===== src/rtl/rs232_tx_pkg.sv =====
// Shared UART definitions: transmitter state encoding, 8N1 frame constants and default bit period.
package rs232_tx_pkg;

    typedef enum logic [1:0] {
        ST_IDLE  = 2'd0,
        ST_START = 2'd1,
        ST_DATA  = 2'd2,
        ST_STOP  = 2'd3
    } tx_state_e;

    localparam int   DATA_BITS       = 8;
    localparam logic STOP_LEVEL      = 1'b1;
    localparam logic START_LEVEL     = 1'b0;
    localparam int   DEFAULT_CLK_DIV = 434;

endpackage


===== src/rtl/rs232_tx_fifo.sv =====
// Byte FIFO between CPU writes and the serialiser; registered full/empty, one-cycle push to visible.
// Push while full is ignored; pop while empty is ignored; empty_nxt gives the post-edge occupancy early.
module rs232_tx_fifo #(
    parameter int AW = 2,
    parameter int W  = 8
) (
    input  logic         clk,
    input  logic         rst,
    input  logic         push,
    input  logic [W-1:0] push_dat,
    input  logic         pop,
    output logic [W-1:0] pop_dat,
    output logic         full,
    output logic         empty,
    output logic         empty_nxt
);

    logic [AW:0]  wptr_q, wptr_d;
    logic [AW:0]  rptr_q, rptr_d;
    logic         full_q, full_d;
    logic         empty_q, empty_d;
    logic [W-1:0] mem_q [2**AW];
    logic         do_push, do_pop;

    // Admission uses the registered flags, so a same-cycle pop never frees room for a push.
    assign do_push = push && !full_q;
    assign do_pop  = pop && !empty_q;

    always_comb begin
        wptr_d  = wptr_q + {{AW{1'b0}}, do_push};
        rptr_d  = rptr_q + {{AW{1'b0}}, do_pop};
        empty_d = (wptr_d == rptr_d);
        full_d  = (wptr_d[AW] != rptr_d[AW]) && (wptr_d[AW-1:0] == rptr_d[AW-1:0]);
    end

    always_ff @(posedge clk) begin
        if (rst) begin
            wptr_q  <= '0;
            rptr_q  <= '0;
            full_q  <= 1'b0;
            empty_q <= 1'b1;
        end else begin
            wptr_q  <= wptr_d;
            rptr_q  <= rptr_d;
            full_q  <= full_d;
            empty_q <= empty_d;
        end
    end

    always_ff @(posedge clk) begin
        if (do_push) begin
            mem_q[wptr_q[AW-1:0]] <= push_dat;
        end
    end

    assign pop_dat   = mem_q[rptr_q[AW-1:0]];
    assign full      = full_q;
    assign empty     = empty_q;
    assign empty_nxt = empty_d;

endmodule


===== src/rtl/rs232_tx.sv =====
// 8N1 UART transmitter with internal byte FIFO and private baud divider; line is 0 two edges after a write from idle.
// Frames are 10*CLK_DIV cycles, back-to-back while the FIFO holds data; writes while full are dropped.
module rs232_tx
    import rs232_tx_pkg::*;
#(
    parameter int CLK_DIV = DEFAULT_CLK_DIV,
    parameter int FIFO_AW = 2
) (
    input  logic       clk,
    input  logic       rst,
    input  logic [7:0] data,
    input  logic       write,
    output logic       full,
    output logic       rs232TX,
    output logic       busy
);

    localparam int CW = $clog2(CLK_DIV);

    tx_state_e       state_q, state_d;
    logic [CW-1:0]   baud_q, baud_d;
    logic [2:0]      bit_q, bit_d;
    logic [7:0]      shift_q, shift_d;
    logic            tx_q, tx_d;
    logic            busy_q, busy_d;

    logic            bit_done;
    logic            fifo_pop;
    logic [7:0]      fifo_dat;
    logic            fifo_full, fifo_empty, fifo_empty_nxt;

    rs232_tx_fifo #(
        .AW(FIFO_AW),
        .W (8)
    ) u_fifo (
        .clk      (clk),
        .rst      (rst),
        .push     (write),
        .push_dat (data),
        .pop      (fifo_pop),
        .pop_dat  (fifo_dat),
        .full     (fifo_full),
        .empty    (fifo_empty),
        .empty_nxt(fifo_empty_nxt)
    );

    assign bit_done = (baud_q == CW'(CLK_DIV - 1));

    always_comb begin
        state_d  = state_q;
        baud_d   = bit_done ? '0 : baud_q + CW'(1);
        bit_d    = bit_q;
        shift_d  = shift_q;
        fifo_pop = 1'b0;
        case (state_q)
            ST_IDLE: begin
                baud_d = '0;
                if (!fifo_empty) begin
                    fifo_pop = 1'b1;
                    shift_d  = fifo_dat;
                    bit_d    = '0;
                    state_d  = ST_START;
                end
            end
            ST_START: begin
                if (bit_done) state_d = ST_DATA;
            end
            ST_DATA: begin
                if (bit_done) begin
                    shift_d = shift_q >> 1;
                    bit_d   = bit_q + 3'(1);
                    if (bit_q == 3'(DATA_BITS - 1)) state_d = ST_STOP;
                end
            end
            ST_STOP: begin
                if (bit_done) begin
                    if (!fifo_empty) begin
                        fifo_pop = 1'b1;
                        shift_d  = fifo_dat;
                        bit_d    = '0;
                        state_d  = ST_START;
                    end else begin
                        state_d = ST_IDLE;
                    end
                end
            end
            default: state_d = ST_IDLE;
        endcase
    end

    // Line level follows the registered state, so it trails the FSM by one cycle.
    always_comb begin
        tx_d = STOP_LEVEL;
        case (state_q)
            ST_START: tx_d = START_LEVEL;
            ST_DATA:  tx_d = shift_q[0];
            default:  tx_d = STOP_LEVEL;
        endcase
        busy_d = (state_d != ST_IDLE) || (state_q != ST_IDLE) || !fifo_empty_nxt;
    end

    always_ff @(posedge clk) begin
        if (rst) begin
            state_q <= ST_IDLE;
            baud_q  <= '0;
            bit_q   <= '0;
            shift_q <= '0;
            tx_q    <= STOP_LEVEL;
            busy_q  <= 1'b0;
        end else begin
            state_q <= state_d;
            baud_q  <= baud_d;
            bit_q   <= bit_d;
            shift_q <= shift_d;
            tx_q    <= tx_d;
            busy_q  <= busy_d;
        end
    end

    assign rs232TX = tx_q;
    assign busy    = busy_q;
    assign full    = fifo_full;

endmodule


===== config.mk =====
export PLATFORM = sky130hd
export DESIGN_NAME = rs232_tx
export DESIGN_NICKNAME = d
export VERILOG_FILES = /design/src/rtl/rs232_tx_pkg.sv /design/src/rtl/rs232_tx_fifo.sv /design/src/rtl/rs232_tx.sv
export SDC_FILE = /design/constraint.sdc
export NUM_CORES = 1
export LEC_CHECK = 0
export BUFFER_PORTS_ARGS = -buffer_cell sky130_fd_sc_hd__clkbuf_2
export CORE_ASPECT_RATIO = 0.7
export CORE_MARGIN = 4
export CORE_UTILIZATION = 25
export CTS_BUF_LIST = sky130_fd_sc_hd__clkbuf_4 sky130_fd_sc_hd__clkbuf_8
export DETAILED_ROUTE_END_ITERATION = 12
export PLACE_DENSITY_LB_ADDON = 0.05
export SYNTH_ARGS = -nofsm -noshare
export SYNTH_HDL_FRONTEND = slang
export SYNTH_SLANG_ARGS = --single-unit

===== constraint.sdc =====
create_clock -name clk -period 2.26 [get_ports clk]
set_input_delay 0.113 -clock clk [delete_from_list [all_inputs] [get_ports clk]]
set_output_delay 0.113 -clock clk [all_outputs]
set_load 0.02 [all_outputs]

==> results.py <==
metrics = {
    "run_status": {
        "status": "finished clean",
    },
    "cts": {
        "root_buffer": "clkbuf_8",
        "cts_tree": "done",
        "clk_latency_ns": 0.34,
        "htree_levels": 3,
        "cts_buffer_depth": 2,
        "cts.sinks": 64,
        "postCtsSetupBuffers": 0,
        "clk_pin_slew_ns": 0.08,
        "cts_made_buffers": 9,
    },
    "synth": {
        "synth_edf_count": 32,
        "yosys_warnings": 0,
        "synth_area_leader_cell": "edfxtp_1",
        "synth_area_um2": 2810,
        "synth_top_area_share_pct": 34.2,
        "yosysUniqueCellTypes": 42,
        "ys.flop_type": "edfxtp_1",
        "syn_avg_cell_area_um2": 12.9,
        "ys_ff_latch": 64,
        "synthCells": 218,
        "async_flop_share_pct": 0,
        "syn_nets": 242,
        "ys_seq_area_share_pct": 57.0,
        "synth_area_leaders": "edfxtp_1, dfxtp_1, ha_1",
    },
    "cells_and_area": {
        "layout.cells.most_common": "edfxtp_1",
        "final_cell_area_um2": 3510,
        "final_cell_mix": "edfxtp_1, dfxtp_1, buf_4, nor2_1, clkbuf_2",
        "drive_gt1_share_pct": 28.6,
        "nets": 285,
        "fin_cells": 419,
        "antenna_cells": 0,
        "synthToLayoutAreaGrowth_pct": 24.9,
    },
    "route": {
        "vias_per_cell": 4.25,
        "drt_wl_total_mm": 6.13,
        "drtAntennaViolNets": 0,
        "firstDrtPassIters": 4,
        "vias": 1779,
        "wl_per_cell_um": 14.6,
        "drt_iter0_drc": 73,
        "drc": 0,
    },
    "grt": {
        "antenna_found_initial": 0,
        "globalRoute.totalOverflow": 0,
        "grt_pass1_vias": 1851,
        "grt_start_max_net_pins": 24,
        "track_usage_pct": 10.2,
        "grt_first_pass_wirelength_mm": 10.0,
    },
    "timing": {
        "fin_skew_ns": 0.00924,
        "rsz0062_at_grt": "true",
        "fmax_mhz": 467,
        "hold_viol": 0,
        "timing.final.crit_share_pct": 94.7,
        "slew_violations": 0,
        "slew_headroom_pct": 65.1,
        "tightest_slew_ns": 0.523,
        "fin_crit_ns": 2.14,
        "setup_viol": 0,
    },
    "critical_path": {
        "critPathMaxStageDelay_ns": 0.33,
        "end_kind": "register",
        "worst-r2r-setup-slack_ns": 0.12,
        "start_kind": "register",
        "cp.arrival_ns": 2.37,
        "crit_required_ns": 2.50,
        "crit_chain": "inv_2, ha_4, nand4bb_1, nor2_2, a21oi_1, nor3_1, ha_2, ha_4, xnor2_4, xor2_2, nor2_2, or2_2",
        "worstPathMaxFanout": 2,
        "crit_type": "reg -> reg",
        "slowest_stage": "dfxtp_2",
    },
    "placement": {
        "gp_congestion": 0.672,
        "place_inst": 395,
        "port_buffers": 13,
        "dp_hpwl_mm": 4.31,
        "postPlaceCellArea_um2": 3160,
    },
    "die": {
        "top_level_ports": 14,
        "num_rows": 32,
        "die_w_um": 135,
        "fp.dieH_um": 96.7,
        "initial_core_util_pct": 25.5,
        "die_area_um2": 13000,
        "core-area_um2": 11000,
    },
    "power_and_ir_drop": {
        "pwr-share-seq_pct": 43.8,
        "p_switching_w": 0.000941,
        "irDropWorstVdd_uv": 272,
        "pwr-share-comb_pct": 25.1,
        "clkPwrFrac_pct": 31.1,
        "swShare_pct": 28.8,
        "p_leak_nw": 1.23,
        "intPower_w": 0.00233,
        "pwr_density_cell_nw_per_um2": 933,
    },
    "run": {
        "max-cap-violations": 0,
    },
    "hold_path": {
        "hold_path_class": "in -> reg",
    },
}
sequential cells by signal, indices dropped and copies added, names as in the netlist, 2 cells and up:
register and count:
u_fifo.mem_q 32, bit_q 3, state_q 2, u_fifo.wptr_q 3, u_fifo.rptr_q 3, baud_q 9
shift_q 8
final timing paths:
check,endpoint,depth (start not counted),start
worst min-delay path,state_q[0],3,rst
worst max register to register,u_fifo.empty,12,baud_q[1]
worst min register to register,bit_q[2],2,bit_q[2]
worst max-delay path,u_fifo.empty,12,baud_q[1]
routing by layer:
metal / track usage [%] / part of all wire, % / vias to the layer above
li1: - / - / 908
met1: 15.5 / 57 / 844
met2: 12.9 / 39 / 19
met3: 3.74 / 3.0 / 8
met4: 3.76 / 1.4 / 0
met5: 0 / 0 / -
power groups by stage:
stage / Sequential [W] / Clock [W] / Combinational [W]
floorplan: 0.00144 / 0 / 0.000583
global placement: 0.00146 / 0 / 0.000810
detailed placement: 0.00145 / 0 / 0.000802
CTS: 0.00143 / 0.00106 / 0.000814
global route: 0.00145 / 0.00112 / 0.000926
finish: 0.00143 / 0.00102 / 0.000822
cell families after synthesis:
family | Yosys count | synth area share (%)
xor gates and xnor gates | 12 | 3.74
adders and majority gates | 13 | 5.79
buffers and inverters | 15 | 2.81
AOI/OAI and AO/OA | 26 | 6.68
muxes | 16 | 9.71
and+or+nand+nor | 72 | 14.3
DFF | 64 | 57.0
area by class of cell:
cell class,instances,area (µm²)
timing repair buffer,41,295
sequential,64,1600
tap,153,191
inverter,6,22.5
clock inverter,5,55.1
multi-input combinational,139,1190
fill,1103,7500
clock buffer,11,151
stage by stage:
step	worst slack, ns	util [%]	total power, W	hold slack (ns)	setup TNS, ns
2_1_floorplan	0.0784	-	0.00202	0.185	0
3_3_place_gp	0.0629	28.7	0.00227	0.348	0
3_5_place_dp	0.0166	28.7	0.00226	0.340	0
4_1_cts	0.0267	31.4	0.00331	0.213	0
5_1_grt	-0.0241	31.9	0.00349	0.248	-0.0432
6_report	0.121	31.9	0.00327	0.235	0
cell usage after synthesis, types with 2 or more instances:
cell,n
inv_1,6
mux4_2,7
a311o_1,2
nand2_1,7
mux2_2,7
nand4_1,3
buf_6,3
nor3b_1,2
ha_1,13
and3_1,2
nand3_1,3
clkbuf_1,6
nor3_1,9
xor2_1,7
a21oi_1,5
nand2b_1,3
o31ai_1,4
nor2b_1,8
nor2_1,18
dfxtp_1,32
a31oi_1,7
edfxtp_1,32
xnor2_1,5
and4_1,2
nor4_1,8
repair_timing:
| item | CTS | global route |
|---|---|---|
| resized for setup | 1 | 12 |
| setup endpoints to repair | 1 | 3 |
| pin swaps | 0 | 7 |
| hold buffers | 8 | 0 |
| endpoints found under the hold margin | 32 | 0 |
worst max-delay path, delay by kind of cell (launching register included):
family / cells / cell delay, ns
buffers and inverters: 1 / 0.06
adder cells (fa/ha/maj): 3 / 0.48
AO/OA/AOI/OAI: 1 / 0.07
flip-flops: 1 / 0.33
XOR/XNOR: 2 / 0.30
AND/OR/NAND/NOR: 5 / 0.78
(Power assumes the default switching activity.)
